--- src/rtl/lcd_field_render_if.sv ---
// Bus bundle for lcd_field_render.
//
// There is no valid/ready handshake on this bus. The renderer free-runs:
// field_val/field_en are sampled only during each field's LATCH cycle, and
// row_A/row_B change only in the cycle frame_done is high. Outside that
// cycle the rows are stable and may be read at any time.
//
//   field_val  : NUM_FIELDS packed values, field i at [i*FIELD_W +: FIELD_W]
//   field_en   : per-field enable, 0 renders the field as spaces
//   row_A/B    : 16 ASCII chars each, column c at [127-8c -: 8]
//   busy       : high every cycle outside reset
//   frame_done : one-cycle pulse in the cycle the rows update
//   state_dbg  : current FSM state, for observation only
interface lcd_field_render_if #(
  parameter int NUM_FIELDS = 4,
  parameter int FIELD_W    = 16
);
  logic [NUM_FIELDS*FIELD_W-1:0] field_val;
  logic [NUM_FIELDS-1:0]         field_en;
  logic [127:0]                  row_A;
  logic [127:0]                  row_B;
  logic                          busy;
  logic                          frame_done;
  logic [1:0]                    state_dbg;

  modport master (
    output field_val, field_en,
    input  row_A, row_B, busy, frame_done, state_dbg
  );

  modport slave (
    input  field_val, field_en,
    output row_A, row_B, busy, frame_done, state_dbg
  );
endinterface

--- src/rtl/lcd_field_render.sv ---
// Hex/decimal text renderer for the two 16-character LCD rows.
//
// Free-running: each field is latched, converted (hex nibble-serial or
// decimal double-dabble), and written into a shadow row. After the last
// field both shadow rows are copied to row_A/row_B together and
// frame_done pulses; the shadows are then cleared to spaces.
//
// Ports:
//   clk    : design clock (clk_50MHz domain)
//   reset  : synchronous, active-high
//   bus    : lcd_field_render_if.slave (inputs field_val/field_en,
//            outputs row_A/row_B/busy/frame_done/state_dbg)
module lcd_field_render #(
  parameter int                        NUM_FIELDS  = 4,
  parameter int                        FIELD_W     = 16,
  parameter int                        DIGITS      = 4,
  parameter logic [NUM_FIELDS-1:0]     FIELD_ROW   = 4'b1100,
  parameter logic [4*NUM_FIELDS-1:0]   FIELD_COL   = 16'h8080,
  parameter logic [NUM_FIELDS-1:0]     FIELD_DEC   = 4'b0100,
  parameter logic [NUM_FIELDS-1:0]     FIELD_BLANK = 4'b0100
) (
  input  logic                clk,
  input  logic                reset,
  lcd_field_render_if.slave   bus
);

  localparam int BCD_W  = 4 * DIGITS;
  localparam int CNT_W  = 6;
  localparam int FIDX_W = (NUM_FIELDS > 1) ? $clog2(NUM_FIELDS) : 1;
  localparam logic [63:0]  DEC_LIMIT = 64'd10 ** DIGITS;
  localparam logic [127:0] SPACES    = {16{8'h20}};

  // A field that would run past column 15 is a configuration mistake.
  for (genvar g = 0; g < NUM_FIELDS; g++) begin : g_col_chk
    if (int'(FIELD_COL[4*g +: 4]) + DIGITS > 16) begin : g_bad
      $error("lcd_field_render: field %0d does not fit in a 16-column row", g);
    end
  end

  typedef enum logic [1:0] {
    S_LATCH  = 2'd0,
    S_CONV   = 2'd1,
    S_WRITE  = 2'd2,
    S_COMMIT = 2'd3
  } state_t;

  state_t              state;
  logic [FIDX_W-1:0]   fidx;
  logic [CNT_W-1:0]    cnt;
  logic [FIELD_W-1:0]  work;
  logic [BCD_W-1:0]    dig;     // digit k at [4k +: 4], k = 0 least significant
  logic                en_q;
  logic                ovf_q;
  logic [127:0]        shadow_a;
  logic [127:0]        shadow_b;
  logic [127:0]        row_a_q;
  logic [127:0]        row_b_q;
  logic                busy_q;
  logic                frame_done_q;

  // Per-field configuration for the field currently in flight.
  logic       cur_dec;
  logic       cur_blank;
  logic       cur_row;
  logic [3:0] cur_col;

  always_comb begin
    cur_dec   = FIELD_DEC[fidx];
    cur_blank = FIELD_BLANK[fidx];
    cur_row   = FIELD_ROW[fidx];
    cur_col   = FIELD_COL[{fidx, 2'b00} +: 4];
  end

  // Input selection and overflow test, used in the LATCH cycle. Overflow is
  // decided on the full input value so the truncated conversion result
  // never has to be trusted for it.
  logic [FIELD_W-1:0] in_val;
  logic [63:0]        in_val64;
  logic               in_ovf;

  always_comb begin
    in_val   = bus.field_val[int'(fidx)*FIELD_W +: FIELD_W];
    in_val64 = 64'(in_val);
    if (cur_dec) in_ovf = (in_val64 >= DEC_LIMIT);
    else         in_ovf = ((in_val64 >> BCD_W) != 64'd0);
  end

  // Double-dabble correction: any BCD digit >= 5 gets +3 before the shift.
  logic [BCD_W-1:0] dig_adj;

  always_comb begin
    dig_adj = dig;
    for (int k = 0; k < DIGITS; k++) begin
      if (dig[4*k +: 4] >= 4'd5) dig_adj[4*k +: 4] = dig[4*k +: 4] + 4'd3;
    end
  end

  // Character generation from the converted digits. 'lead' stays set while
  // scanning from the most significant digit through zeros; the least
  // significant digit is never blanked so a zero value shows "0".
  logic [7:0] chars [DIGITS];

  always_comb begin : p_chars
    logic       lead;
    logic [3:0] nib;
    for (int k = 0; k < DIGITS; k++) chars[k] = 8'h20;
    lead = 1'b1;
    nib  = 4'd0;
    for (int k = DIGITS - 1; k >= 0; k--) begin
      nib = dig[4*k +: 4];
      if (nib != 4'd0 || k == 0) lead = 1'b0;
      if (!en_q)                  chars[k] = 8'h20;
      else if (ovf_q)             chars[k] = 8'h2A;
      else if (cur_blank && lead) chars[k] = 8'h20;
      else if (nib < 4'd10)       chars[k] = 8'h30 + {4'd0, nib};
      else                        chars[k] = 8'h37 + {4'd0, nib};
    end
  end

  always_ff @(posedge clk) begin
    if (reset) begin
      state        <= S_LATCH;
      fidx         <= '0;
      cnt          <= '0;
      work         <= '0;
      dig          <= '0;
      en_q         <= 1'b0;
      ovf_q        <= 1'b0;
      shadow_a     <= SPACES;
      shadow_b     <= SPACES;
      row_a_q      <= SPACES;
      row_b_q      <= SPACES;
      busy_q       <= 1'b0;
      frame_done_q <= 1'b0;
    end else begin
      busy_q       <= 1'b1;
      frame_done_q <= 1'b0;
      case (state)
        S_LATCH: begin
          work  <= in_val;
          en_q  <= bus.field_en[fidx];
          ovf_q <= in_ovf;
          dig   <= '0;
          cnt   <= '0;
          state <= S_CONV;
        end

        S_CONV: begin
          if (cur_dec) begin
            // MSB of the value shifts into the bottom of the BCD register.
            dig  <= (dig_adj << 1) | BCD_W'(work[FIELD_W-1]);
            work <= work << 1;
            if (cnt == CNT_W'(FIELD_W - 1)) state <= S_WRITE;
          end else begin
            // Low nibble enters at the top; after DIGITS shifts nibble 0
            // sits at digit 0.
            dig  <= (dig >> 4) | (BCD_W'(work[3:0]) << (BCD_W - 4));
            work <= work >> 4;
            if (cnt == CNT_W'(DIGITS - 1)) state <= S_WRITE;
          end
          cnt <= cnt + 1'b1;
        end

        S_WRITE: begin
          // Leftmost column gets the most significant digit.
          for (int j = 0; j < DIGITS; j++) begin
            if (cur_row) shadow_b[8*(15 - (int'(cur_col) + j)) +: 8] <= chars[DIGITS-1-j];
            else         shadow_a[8*(15 - (int'(cur_col) + j)) +: 8] <= chars[DIGITS-1-j];
          end
          if (fidx == FIDX_W'(NUM_FIELDS - 1)) begin
            state <= S_COMMIT;
          end else begin
            fidx  <= fidx + 1'b1;
            state <= S_LATCH;
          end
        end

        S_COMMIT: begin
          row_a_q      <= shadow_a;
          row_b_q      <= shadow_b;
          frame_done_q <= 1'b1;
          shadow_a     <= SPACES;
          shadow_b     <= SPACES;
          fidx         <= '0;
          state        <= S_LATCH;
        end

        default: state <= S_LATCH;
      endcase
    end
  end

  assign bus.row_A      = row_a_q;
  assign bus.row_B      = row_b_q;
  assign bus.busy       = busy_q;
  assign bus.frame_done = frame_done_q;
  assign bus.state_dbg  = state;

endmodule
--- src/flat_wrapper.sv ---
// flat-port wrapper written by rule: the top's interface ports become plain ports
module lcd_field_render_flat 
#(
  parameter int                        NUM_FIELDS  = 4,
  parameter int                        FIELD_W     = 16,
  parameter int                        DIGITS      = 4,
  parameter logic [NUM_FIELDS-1:0]     FIELD_ROW   = 4'b1100,
  parameter logic [4*NUM_FIELDS-1:0]   FIELD_COL   = 16'h8080,
  parameter logic [NUM_FIELDS-1:0]     FIELD_DEC   = 4'b0100,
  parameter logic [NUM_FIELDS-1:0]     FIELD_BLANK = 4'b0100
)
  (clk, reset, bus_field_val, bus_field_en, bus_row_A, bus_row_B, bus_busy, bus_frame_done, bus_state_dbg);
  lcd_field_render_if #(.NUM_FIELDS(NUM_FIELDS), .FIELD_W(FIELD_W)) bus_i ();
  input  logic clk;
  input  logic reset;
  input wire logic [$bits(bus_i.field_val)-1:0] bus_field_val;
  input wire logic [$bits(bus_i.field_en)-1:0] bus_field_en;
  output wire logic [$bits(bus_i.row_A)-1:0] bus_row_A;
  output wire logic [$bits(bus_i.row_B)-1:0] bus_row_B;
  output wire logic [$bits(bus_i.busy)-1:0] bus_busy;
  output wire logic [$bits(bus_i.frame_done)-1:0] bus_frame_done;
  output wire logic [$bits(bus_i.state_dbg)-1:0] bus_state_dbg;
  assign bus_i.field_val = bus_field_val;
  assign bus_i.field_en = bus_field_en;
  assign bus_row_A = bus_i.row_A;
  assign bus_row_B = bus_i.row_B;
  assign bus_busy = bus_i.busy;
  assign bus_frame_done = bus_i.frame_done;
  assign bus_state_dbg = bus_i.state_dbg;
  lcd_field_render #(.NUM_FIELDS(NUM_FIELDS), .FIELD_W(FIELD_W), .DIGITS(DIGITS), .FIELD_ROW(FIELD_ROW), .FIELD_COL(FIELD_COL), .FIELD_DEC(FIELD_DEC), .FIELD_BLANK(FIELD_BLANK)) u_core (.clk(clk), .reset(reset), .bus(bus_i));
endmodule
--- config.mk ---
export PLATFORM = sky130hd
export DESIGN_NAME = lcd_field_render_flat
export DESIGN_NICKNAME = d
export VERILOG_FILES = /design/src/rtl/lcd_field_render_if.sv /design/src/rtl/lcd_field_render.sv /design/src/flat_wrapper.sv
export SDC_FILE = /design/constraint.sdc
export NUM_CORES = 1
export LEC_CHECK = 0
export ABC_AREA = 1
export BUFFER_PORTS_ARGS = -buffer_cell sky130_fd_sc_hd__buf_2
export CAP_MARGIN = 25
export CORE_UTILIZATION = 53
export DETAILED_ROUTE_END_ITERATION = 10
export PLACE_DENSITY = 0.8
export SYNTH_ARGS = -nofsm -noshare
export SYNTH_HDL_FRONTEND = slang
export SYNTH_SLANG_ARGS = --single-unit
--- constraint.sdc ---
create_clock -name clk -period 2.4 [get_ports clk]
set_input_delay 0.48 -clock clk [delete_from_list [all_inputs] [get_ports clk]]
set_output_delay 0.48 -clock clk [all_outputs]
set_load 0.1 [all_outputs]
==> impl_metrics.ini <==
[worst_setup_path]
crit_type = flip-flop to output port
crit_buf_inv = 1
path_depth = 1
required_ns = 1.92
reg2regPathDepth = 6
end_kind = output port
cp-start-kind = flip-flop
cp_max_fo = 8
path_cells = buf_2
crit_arrival_ns = 1.65
cp_slowest_cell = dfxtp_1
cpPeakStageDelay_ns = 0.60
path_delay_family = flip-flops

[timing]
fin_ws_ns = 0.265
period_share_pct = 89.0
min_period_ns = 2.13
relSlewSlack_pct = 41.1
skew_ns = 0.0198
hold_viol_final = 0
timing.fmax_mhz = 468
setup_viol = 0
slew_viol_final = 0
tightest_slew_ns = 0.875
rsz0062_at_grt = no
hold_ws_ns = 0.351
fin_tns_setup_ns = 0

[layout]
nFillCells = 2027
multi_input_area_um2 = 5380
drive_gt1_share_pct = 17.4
stdcell_count = 1986
seq_area_um2 = 5450
final_core_util_pct = 60.2
antennaDiodeCount = 0
area_delta_synth_final_pct = 11.4
finalNetCount = 1764

[clock_tree]
ctsHtreeMaxLevel = 1
clkTransAtPathRegs_ns = 0.06
cts_root_buffer = clkbuf_16
cts-resized-gates = 0
numCtsBuffers = 27
cts_tree = done
clock_sinks = 272
cts_setup_buffers = 0
cts_hold_buf = 0
insertion_delay_ns = 0.53
clk_path_buf_depth = 3

[floorplan]
start_util_pct = 54.0
die_area_um2 = 23700
die_h_um = 154
die_w_um = 154
design.core.area_um2 = 22600
ios = 330
rows = 55

[yosys]
synth_cell_types = 40
yosys-top-cells-area = dfxtp_1 (45%), nand2_1 (11%), buf_4 (9.7%), a22o_1 (6.7%), a21oi_1 (5.9%)
ys_seq_area_share_pct = 44.5
synthFlopType = dfxtp_1
syn_area_um2 = 12200
synthXorXnorAreaFrac_pct = 0.358
synth_compound_area_share_pct = 18.5
synth_top_area_share_pct = 44.5
synth-simple-area-share_pct = 20.1
synth.mux.area_fraction_pct = 0
synth_edf_count = 0
ys_ff_latch = 272
synthAdderAreaFrac_pct = 1.13
yosys.area.top_type = dfxtp_1
syn_avg_cell_area_um2 = 7.94
async_flop_share_pct = 0
syn_inst = 1541
yosys_warnings = 0
synth_top_family_by_area = simple AND/OR/NAND/NOR gates

[placed_design]
place_ws_ns = 0.482
port_buffers = 201
dp_hpwl_um = 21400
gp_congestion = 0.865
dp_cells = 1939

[power]
ir_drop_v = 0.000427
p_leak_uw = 0.00586
pwr_density_cell_nw_per_um2 = 757

[route]
wl_um = 31000
drc_errors = 0
ant_nets = 0
vias = 10800
wire_per_inst_um = 15.6
first_pass_iters = 5
avgViaCountPerCell = 5.45
drt_iter0_markers = 903

[worst_hold_path]
min_delay_path_depth = 2
hold_class = input port to flip-flop

[global_route]
antenna_found_initial = 0
first_global_vias = 9641
grt_use_total_pct = 25.4
grt_max_degree = 121
grt_overflow = 0
grt_pass1_wl_um = 49400

[job]
drv_cap = 0

[outcome]
status = complete, no violations
## registers in the layout, indices dropped and copies added, names as in the netlist
register / flops
u_core.work: 16
u_core.ovf_q: 1
u_core.shadow_a: 56
u_core.bus.row_A: 56
u_core.dig: 16
u_core.fidx: 2
u_core.bus.state_dbg: 2
u_core.en_q: 1
u_core.bus.frame_done: 1
u_core.cnt: 6
u_core.bus.row_B: 57
u_core.bus.busy: 1
u_core.shadow_b: 57
## stage by stage
step	power [uW]	instance area, um^2
5_1_grt	10600	13600
4_1_cts	10300	13600
3_5_place_dp	6150	12700
3_3_place_gp	6140	12700
6_report	10300	13600
2_1_floorplan	6140	12700
## cell usage after synthesis (all sizes together), types with 9 or more instances
cell,n
dfxtp,272
inv,83
o22a,11
nor2,96
buf,204
ha,11
nand3,89
nor3,12
a22o,93
clkbuf,34
a21oi,146
o21ai,57
a31oi,16
nand4,18
o211ai,14
nand2,355
a22oi,9
## kinds of logic (layout without fill, tap and decap cells)
logic type / after synthesis / count (layout)
compound gates: 354 / 354
simple gates: 575 / 575
fa+ha+maj: 11 / 11
flops: 272 / 272
xor+xnor: 5 / 5
buf+inv: 323 / 356
other cells: 1 / 128
## power by group
part	switching (uW)	internal, uW
sequential	41.6	4560
clock	1730	2520
combinational	1280	177
total	3050	7250
## cells in the final DEF, fill, tap and decap left out, drive strengths merged, types with 9 or more instances in the layout
cell and instances:
nand2 355, dfxtp 272, buf 224, a21oi 146, conb 128, nor2 96
a22o 93, nand3 89, inv 85, o21ai 57, clkbuf 37, nand4 18
a31oi 16, o211ai 14, nor3 12, o22a 11, ha 11, a22oi 9
## worst paths after layout
check / start / to / slack [ns]
setup / recovery: u_core.bus.state_dbg[0]$_SDFFE_PP0P_ / bus_state_dbg[0] / 0.27
hold / removal: reset / u_core.cnt[1]$_SDFFE_PP0P_ / 0.35
setup reg to reg: u_core.dig[2]$_SDFFE_PP0P_ / u_core.shadow_b[102]$_SDFFE_PP0P_ / 0.34
hold reg to reg: u_core.shadow_b[93]$_SDFFE_PP1P_ / u_core.shadow_b[93]$_SDFFE_PP1P_ / 0.43
## metal layers
| metal | part of all wire [%] | vias up | track usage (%) |
|---|---|---|---|
| li1 | - | 5191 | - |
| met2 | 46 | 497 | 40.3 |
| met1 | 43 | 5060 | 34.3 |
| met4 | 3.3 | 0 | 10.4 |
| met3 | 7.9 | 80 | 4.26 |
| met5 | 0 | - | 0 |
## layout make-up
class                           instances  area share, %
Clock inverter                         10           1.03
Tap cell                              285           2.62
Sequential cell                       272           40.0
Inverter                               85           2.38
Clock buffer                           37           5.53
Timing Repair Buffer                  224           8.96
Multi-Input combinational cell       1073           39.5
Power figures use the tool's default switching activity.
